## src/rtl/ms_neighbor_scan.sv

```systemverilog
// Board sweep after mine placement: for every cell, read the 8 neighbouring mine bits
// and write the resulting 0..8 count into the count RAM, in raster order.
module ms_neighbor_scan #(
  parameter int unsigned ROWS = 16,
  parameter int unsigned COLS = 16,
  parameter int unsigned RB   = 4,
  parameter int unsigned CB   = 4
) (
  input  logic          clk,
  input  logic          rst,
  input  logic          start,
  output logic          busy,
  output logic          done,
  output logic          mine_rd_en,
  output logic [RB-1:0] mine_row,
  output logic [CB-1:0] mine_col,
  input  logic          mine_q,
  output logic          cnt_we,
  output logic [RB-1:0] cnt_row,
  output logic [CB-1:0] cnt_col,
  output logic [3:0]    cnt_data
);

  localparam int unsigned KW = 4;
  localparam int unsigned AW = 4;

  typedef enum logic [2:0] {
    S_IDLE,
    S_SCAN,
    S_FLUSH,
    S_WRITE,
    S_DONE
  } state_t;

  state_t        r_state;
  logic [RB-1:0] r_row;
  logic [CB-1:0] r_col;
  logic [KW-1:0] r_k;
  logic [AW-1:0] r_acc;
  logic          r_vld;

  logic          r_busy;
  logic          r_done;
  logic          r_rd_en;
  logic [RB-1:0] r_mine_row;
  logic [CB-1:0] r_mine_col;
  logic          r_cnt_we;
  logic [RB-1:0] r_cnt_row;
  logic [CB-1:0] r_cnt_col;
  logic [AW-1:0] r_cnt_data;

  logic [1:0]    w_dr_idx;
  logic [1:0]    w_dc_idx;
  logic [KW-1:0] w_k_base;
  logic [RB:0]   w_row_ext;
  logic [CB:0]   w_col_ext;
  logic          w_rd_ok;
  logic [AW-1:0] w_acc_next;
  logic          w_last_col;
  logic          w_last_row;

  // k -> (dr+1, dc+1): k/3 and k%3 without a divider
  assign w_dr_idx = (r_k < KW'(3)) ? 2'd0 : (r_k < KW'(6)) ? 2'd1 : 2'd2;
  assign w_k_base = (r_k < KW'(3)) ? KW'(0) : (r_k < KW'(6)) ? KW'(3) : KW'(6);
  assign w_dc_idx = 2'(r_k - w_k_base);

  // One bit wider so that -1 lands far above the board instead of aliasing to the far edge
  assign w_row_ext = (RB+1)'(r_row) + (RB+1)'(w_dr_idx) - (RB+1)'(1);
  assign w_col_ext = (CB+1)'(r_col) + (CB+1)'(w_dc_idx) - (CB+1)'(1);
  assign w_rd_ok   = (r_k != KW'(4)) && (w_row_ext < (RB+1)'(ROWS))
                     && (w_col_ext < (CB+1)'(COLS));

  assign w_acc_next = r_vld ? (r_acc + AW'(mine_q)) : r_acc;
  assign w_last_col = (r_col == CB'(COLS - 1));
  assign w_last_row = (r_row == RB'(ROWS - 1));

  always_ff @(posedge clk) begin
    if (rst) begin
      r_state    <= S_IDLE;
      r_row      <= '0;
      r_col      <= '0;
      r_k        <= '0;
      r_acc      <= '0;
      r_vld      <= 1'b0;
      r_busy     <= 1'b0;
      r_done     <= 1'b0;
      r_rd_en    <= 1'b0;
      r_mine_row <= '0;
      r_mine_col <= '0;
      r_cnt_we   <= 1'b0;
      r_cnt_row  <= '0;
      r_cnt_col  <= '0;
      r_cnt_data <= '0;
    end else begin
      r_rd_en  <= 1'b0;
      r_cnt_we <= 1'b0;
      r_done   <= 1'b0;
      r_vld    <= r_rd_en;
      r_acc    <= w_acc_next;
      case (r_state)
        S_IDLE: begin
          // A start seen while the done pulse is still out waits one more cycle
          if (start && !r_done) begin
            r_state <= S_SCAN;
            r_row   <= '0;
            r_col   <= '0;
            r_k     <= '0;
            r_acc   <= '0;
            r_busy  <= 1'b1;
          end
        end
        S_SCAN: begin
          r_rd_en    <= w_rd_ok;
          r_mine_row <= w_row_ext[RB-1:0];
          r_mine_col <= w_col_ext[CB-1:0];
          if (r_k == KW'(8)) begin
            r_k     <= '0;
            r_state <= S_FLUSH;
          end else begin
            r_k <= r_k + KW'(1);
          end
        end
        S_FLUSH: begin
          r_state <= S_WRITE;
        end
        S_WRITE: begin
          r_cnt_we   <= 1'b1;
          r_cnt_row  <= r_row;
          r_cnt_col  <= r_col;
          r_cnt_data <= w_acc_next;
          r_acc      <= '0;
          r_k        <= '0;
          if (w_last_col) begin
            r_col <= '0;
            r_row <= w_last_row ? '0 : (r_row + RB'(1));
          end else begin
            r_col <= r_col + CB'(1);
          end
          r_state <= (w_last_col && w_last_row) ? S_DONE : S_SCAN;
        end
        S_DONE: begin
          r_done  <= 1'b1;
          r_busy  <= 1'b0;
          r_row   <= '0;
          r_col   <= '0;
          r_k     <= '0;
          r_state <= S_IDLE;
        end
        default: r_state <= S_IDLE;
      endcase
    end
  end

  assign busy       = r_busy;
  assign done       = r_done;
  assign mine_rd_en = r_rd_en;
  assign mine_row   = r_mine_row;
  assign mine_col   = r_mine_col;
  assign cnt_we     = r_cnt_we;
  assign cnt_row    = r_cnt_row;
  assign cnt_col    = r_cnt_col;
  assign cnt_data   = r_cnt_data;

endmodule
```

## config.mk

```make
export PLATFORM = sky130hd
export DESIGN_NAME = ms_neighbor_scan
export DESIGN_NICKNAME = d
export VERILOG_FILES = /design/src/rtl/ms_neighbor_scan.sv
export SDC_FILE = /design/constraint.sdc
export NUM_CORES = 1
export LEC_CHECK = 0
export ABC_AREA = 1
export BUFFER_PORTS_ARGS = -buffer_cell sky130_fd_sc_hd__buf_2
export CAP_MARGIN = 20
export CORE_AREA = 4 4 67 69
export CTS_BUF_LIST = sky130_fd_sc_hd__clkbuf_16
export CTS_CLUSTER_SIZE = 8
export DETAILED_ROUTE_END_ITERATION = 10
export DIE_AREA = 0 0 71 73
export PLACE_DENSITY = 0.85
export SYNTH_ARGS = -nofsm -noshare
export SYNTH_HDL_FRONTEND = slang
export SYNTH_SLANG_ARGS = --single-unit
```

## constraint.sdc

```tcl
create_clock -name clk -period 3.9 [get_ports clk]
set_clock_uncertainty 0.1 [all_clocks]
set_input_delay 1.17 -clock clk [delete_from_list [all_inputs] [get_ports clk]]
set_output_delay 1.17 -clock clk [all_outputs]
set_load 0.05 [all_outputs]
```

## Yosys cells after proc, flatten, opt, wreduce, memory -nomap -nowiden

Index checks and enable logic that the tools add are counted.

| storage, ports and cells | value |
|---|---|
| bits in registers | 44 |
| latch bits | 0 |
| bits in writable memories | 0 |
| bits in read-only memories | 0 |
| bits of input ports | 4 |
| memories kept | 0 |

| operators by class | value |
|---|---|
| add/subtract/negate cells | 9 |
| $mul | 0 |
| divide/modulo/power cells | 0 |
| order comparisons | 4 |
| equality and inequality tests | 11 |
| shift operators | 0 |
| mux-type cells | 23 |
| bitwise operators | 1 |
| reduce and logical (&&, ||, !) cells | 16 |

Operator list:

| cell | number |
|---|---|
| $pmux W4 S3 | 3 |
| $mux W4 | 7 |
| $add A4 B1 Y4 const B | 3 |
| $eq A4 B4 Y1 const B | 3 |
| $pmux W3 S4 | 1 |
| $add A4 B2 Y5 | 2 |
| $lt A5 B5 Y1 const B | 2 |
| $sub A5 B1 Y5 const B | 2 |
| $mux W3 | 3 |
| $pmux W4 S2 | 1 |
| $reduce_and A2 Y1 | 4 |
| $eq A3 B2 Y1 const B | 2 |
| $mux W2 | 3 |
| $ne A2 B2 Y1 const B | 3 |
| $reduce_bool A3 Y1 | 2 |
| $add A4 B1 Y4 | 1 |
| $logic_and A1 B1 Y1 | 4 |
| $lt A4 B2 Y1 const B | 1 |
| $lt A4 B3 Y1 const B | 1 |
| $mux W1 | 4 |
| $ne A4 B3 Y1 const B | 1 |
| $reduce_or A2 Y1 | 2 |
| $eq A3 B1 Y1 const B | 1 |
| $eq A3 B3 Y1 const B | 1 |
| other kinds (7) | 7 |

## Logic depth before layout (Yosys ltp)

| depth | value |
|---|---|
| depth in word-level cells | 8 |
| gate-level depth with buffers | 13 |
| gate-level depth less buffers | 13 |

## Least setup slack after synthesis

Ideal clock, no wire load.

| timing | value |
|---|---|
| path type | reg-to-reg |
| start | register r_k[1] |
| end | register r_mine_col[3] (netlist: mine_col[3]) |
| data arrival time | 2.363 ns |
| data required time | 3.730 ns |
| slack | 1.367 ns |
| cell stages (with the launch flop) | 14 |
| cells stage by stage | dfxtp_1 -> ha_1 -> nor2_1 -> nor2_1 -> ha_1 -> xnor2_1 -> xor2_1 -> ha_1 -> inv_1 -> ha_1 -> inv_1 -> fa_1 -> xor2_1 -> a21oi_1 |

| on the way | value |
|---|---|
| cells in the longest elaborated chain, start to end | 6 |

RTL lines:

| item | RTL line | RTL |
|---|---|---|
| from (decl) | 38 | `logic [KW-1:0] r_k;` |
| from (signal assigned) | 120 | `r_k <= r_k + KW'(1);` |
| $lt A4 B3 Y1 | 64 | `assign w_k_base = (r_k < KW'(3)) ? KW'(0) : (r_k < KW'(6)) ? KW'(3) : KW'(6);` |
| $mux W1 | 64 |  |
| $mux W2 | 64 |  |
| $sub A2 B2 Y2 * | 65 | `assign w_dc_idx = 2'(r_k - w_k_base);` |
| $add A4 B2 Y5 * | 69 | `assign w_col_ext = (CB+1)'(r_col) + (CB+1)'(w_dc_idx) - (CB+1)'(1);` |
| $sub A5 B1 Y5 * | 69 |  |
| to (signal assigned) | 115 | `r_mine_col <= w_col_ext[CB-1:0];` |
| to (decl) | 46 | `logic [CB-1:0] r_mine_col;` |

Mark *: on every way between the ends. The rest lies on a longest branch, timed or not.
A chain may end at the register's enable or synchronous reset.

## Worst setup path after layout

Same ends and word-level chain as after synthesis.

==> impl_results.rst <==
.. list-table::
   :header-rows: 1

   * - Metric
     - Value
   * - Status
     - finished, final reports clean
   * - Syn Inst Count
     - 277
   * - Placed cell count
     - 349
   * - H-tree Lvls
     - 2
   * - Netlist Area Pre-Place
     - 2152 sq um
   * - Placer Congestion
     - 0.8575
   * - Buffer levels on the longest clock path
     - 2
   * - Number of rows in the core area
     - 23
   * - Hold worst-path end
     - cnt_data[2]
   * - Class of the most critical hold timing path
     - reg -> reg
   * - Die W
     - 71 microns
   * - Post CTS Setup Buffer Count
     - 0
   * - Quantity of I/O buffers inserted on ports
     - 27
   * - Post-Route Hold Slack
     - 0.3503 ns
   * - Depth of the worst register-to-register path
     - 13
   * - Final wirelength
     - 4436 microns
   * - Final clock period utilization by the worst path
     - 69.74%
   * - Boundary pin count
     - 28
   * - Least-Margin Pin Slew
     - 0.4184 ns
   * - HPWL after detailed placement
     - 3376 microns
   * - Warnings from Yosys
     - 0
   * - Starting DRT DRC Count
     - 96
   * - Crit Path Class
     - reg -> reg
   * - Detailed-route via count
     - 1854
   * - Core region area
     - 3914 sq um
   * - Clock transition at the registers of the reported paths
     - 0.06 ns
   * - Reg2reg setup slack
     - 1.18 ns
   * - Die extent in y
     - 73 microns
   * - Top-area cell type share of the netlist area
     - 40.93%
   * - Synthesized net count
     - 302
   * - Hold buffer count at CTS
     - 0
   * - Leakage component of the power
     - 1.145 nW
   * - Nature of the critical path startpoint
     - flop
   * - Synthesis-to-finish area growth
     - 14.01%
   * - Number of nets with antenna violations after detailed routing
     - 0
   * - Cell types with the largest area share after synthesis
     - dfxtp_1 41%, ha_1 11%, nand2_1 10%
   * - Post-cts gate resize count
     - 0
   * - CP Capture Type
     - flop
   * - Total power consumption of the routed design
     - 1.043 mW
   * - Total congestion overflow after global routing
     - 0
   * - Via count of the first global-routing pass
     - 1758
   * - Setup slack after placement
     - 1.177 ns
   * - Smallest setup slack after layout
     - 1.180 ns
   * - Number of antenna violations at the first check in global routing
     - 0
   * - Routed vias/inst
     - 5.208
   * - Worst Min Path Start
     - cnt_data[2]
   * - Effective utilization at floorplan
     - 54.99%
   * - Antenna fix cells
     - 0
   * - Max Transition Viols Final
     - 0
   * - FF+latch count, synth
     - 44
   * - Maximum clock frequency
     - 0.3677 GHz
   * - Detailed-router iteration count before antenna repair
     - 4
   * - Sequential-to-total area share from yosys stat
     - 40.93%
   * - Distinct cell type count after synthesis
     - 26
   * - Yosys top cell by area
     - dfxtp_1
   * - Total of max-cap violations
     - 0
   * - Worst R2R End
     - mine_col[3]
   * - Core utilization of the finished layout
     - 62.69%
   * - Critical path data required time
     - 4.01 ns
   * - Clk Latency, worst-skew pair
     - 0.28 ns
   * - Global router's overall resource usage
     - 18.28%
   * - Cell depth of the worst min-delay path
     - 2
   * - Remaining routing DRC violations
     - 0
   * - Inserted Clock Buffers
     - 5
   * - Most common cell after layout, fill and taps aside
     - nand2_1
   * - Global-route wire length before repair
     - 7507 microns
   * - CP max FO
     - 6
   * - Ratio of cells with drive above 1 in the final layout
     - 14.38%
   * - Final number of hold-violating endpoints
     - 0
   * - Unrepaired setup endpoints after global routing
     - no
   * - Total Nets Final
     - 331
   * - Aggregate negative setup slack
     - 0 ns
   * - Post-synthesis average cell area
     - 7.769 sq um
   * - Final setup violation count
     - 0
   * - Die Area
     - 5183 sq um
   * - Clock Sinks
     - 44
   * - Time the worst path needs with I/O delays and setup
     - 2.720 ns
   * - Post-Layout Cell Count
     - 356
   * - Pwr Density
     - 424.9 nW/um^2
   * - Max_slew headroom
     - 72.11%
   * - Largest net degree at the start of global routing
     - 21
   * - Detailed-route wire length per cell
     - 12.46 microns
   * - Cell chosen for the clock root
     - clkbuf_16
   * - Final Cell Area
     - 2454 sq um
   * - Worst Path Arrival
     - 2.83 ns
   * - Placed inst area
     - 2321 sq um
   * - Max rail drop VDD
     - 283.6 uV
   * - CTS tree
     - yes
   * - Commonest non-fill, non-tap cells in the layout
     - 59 x nand2_1, 44 x dfxtp_1, 34 x inv_1
   * - R2r startpoint
     - r_k[1]
-- worst max-delay path, cell delays in order, from the launching register on --
cell	delay, ns
dfxtp_1	0.42
ha_1	0.20
nor2_1	0.07
nor2_1	0.19
ha_1	0.20
xnor2_1	0.13
xor2_1	0.16
ha_1	0.24
inv_1	0.06
ha_1	0.16
inv_1	0.05
fa_1	0.37
xor2_1	0.17
a21oi_1	0.13
-- worst max-delay path by stage --
stage | start | depth (start not counted) | endpoint
global placement | r_k[1] | 13 | mine_col[3]
CTS | r_k[1] | 13 | mine_col[3]
finish | r_k[1] | 13 | mine_col[3]
floorplan | r_k[1] | 13 | mine_col[3]
global route | r_k[1] | 13 | mine_col[3]
detailed placement | r_k[1] | 13 | mine_col[3]
-- report_power, final --
| part | switching, mW | internal (mW) |
|---|---|---|
| clock | 0.157 | 0.229 |
| sequential | 0.0140 | 0.469 |
| combinational | 0.125 | 0.0486 |
| total | 0.296 | 0.747 |
-- flip-flops by register name (all words and copies together) (netlist names), 3 cells and up --
signal / flops
r_state: 3
mine_col: 4
r_acc: 4
r_row: 4
cnt_data: 4
r_k: 4
cnt_col: 4
mine_row: 4
cnt_row: 4
r_col: 4
-- layout make-up --
class / count / area (sq um)
Fill cell: 358 / 1460
Sequential cell: 44 / 880.8
Clock buffer: 5 / 125.1
Timing Repair Buffer: 27 / 135.1
Inverter: 38 / 142.6
Multi-Input combinational cell: 190 / 1100
Clock inverter: 2 / 7.507
Tap cell: 50 / 62.56
-- synth_stat cells, drive strengths merged --
| master | n |
|---|---|
| a211oi | 1 |
| a21oi | 24 |
| a31oi | 1 |
| buf | 5 |
| dfxtp | 44 |
| fa | 2 |
| ha | 19 |
| inv | 38 |
| mux2i | 2 |
| nand2 | 60 |
| nand3 | 18 |
| nand4 | 7 |
| nor2 | 26 |
| nor3 | 1 |
| o21ai | 20 |
| or2 | 2 |
| xnor2 | 1 |
| xor2 | 6 |
-- cell families after synthesis --
| logic type | Yosys count | synth area share (%) |
|---|---|---|
| XOR/XNOR | 7 | 2.849 |
| multiplexers | 2 | 0.9303 |
| buffers and inverters | 43 | 7.964 |
| flip-flops | 44 | 40.93 |
| adder cells (fa/ha/maj) | 21 | 12.91 |
| AO/OA/AOI/OAI | 46 | 10.87 |
| AND/OR/NAND/NOR | 114 | 23.55 |
-- per-layer routing --
layer / GRT usage, % / part of all wire [%]
met5: 0 / 0
met4: 7.307 / 1.6
met3: 4.821 / 5.4
met2: 32.54 / 48
met1: 20.84 / 45
Power figures use the tool's default switching activity.
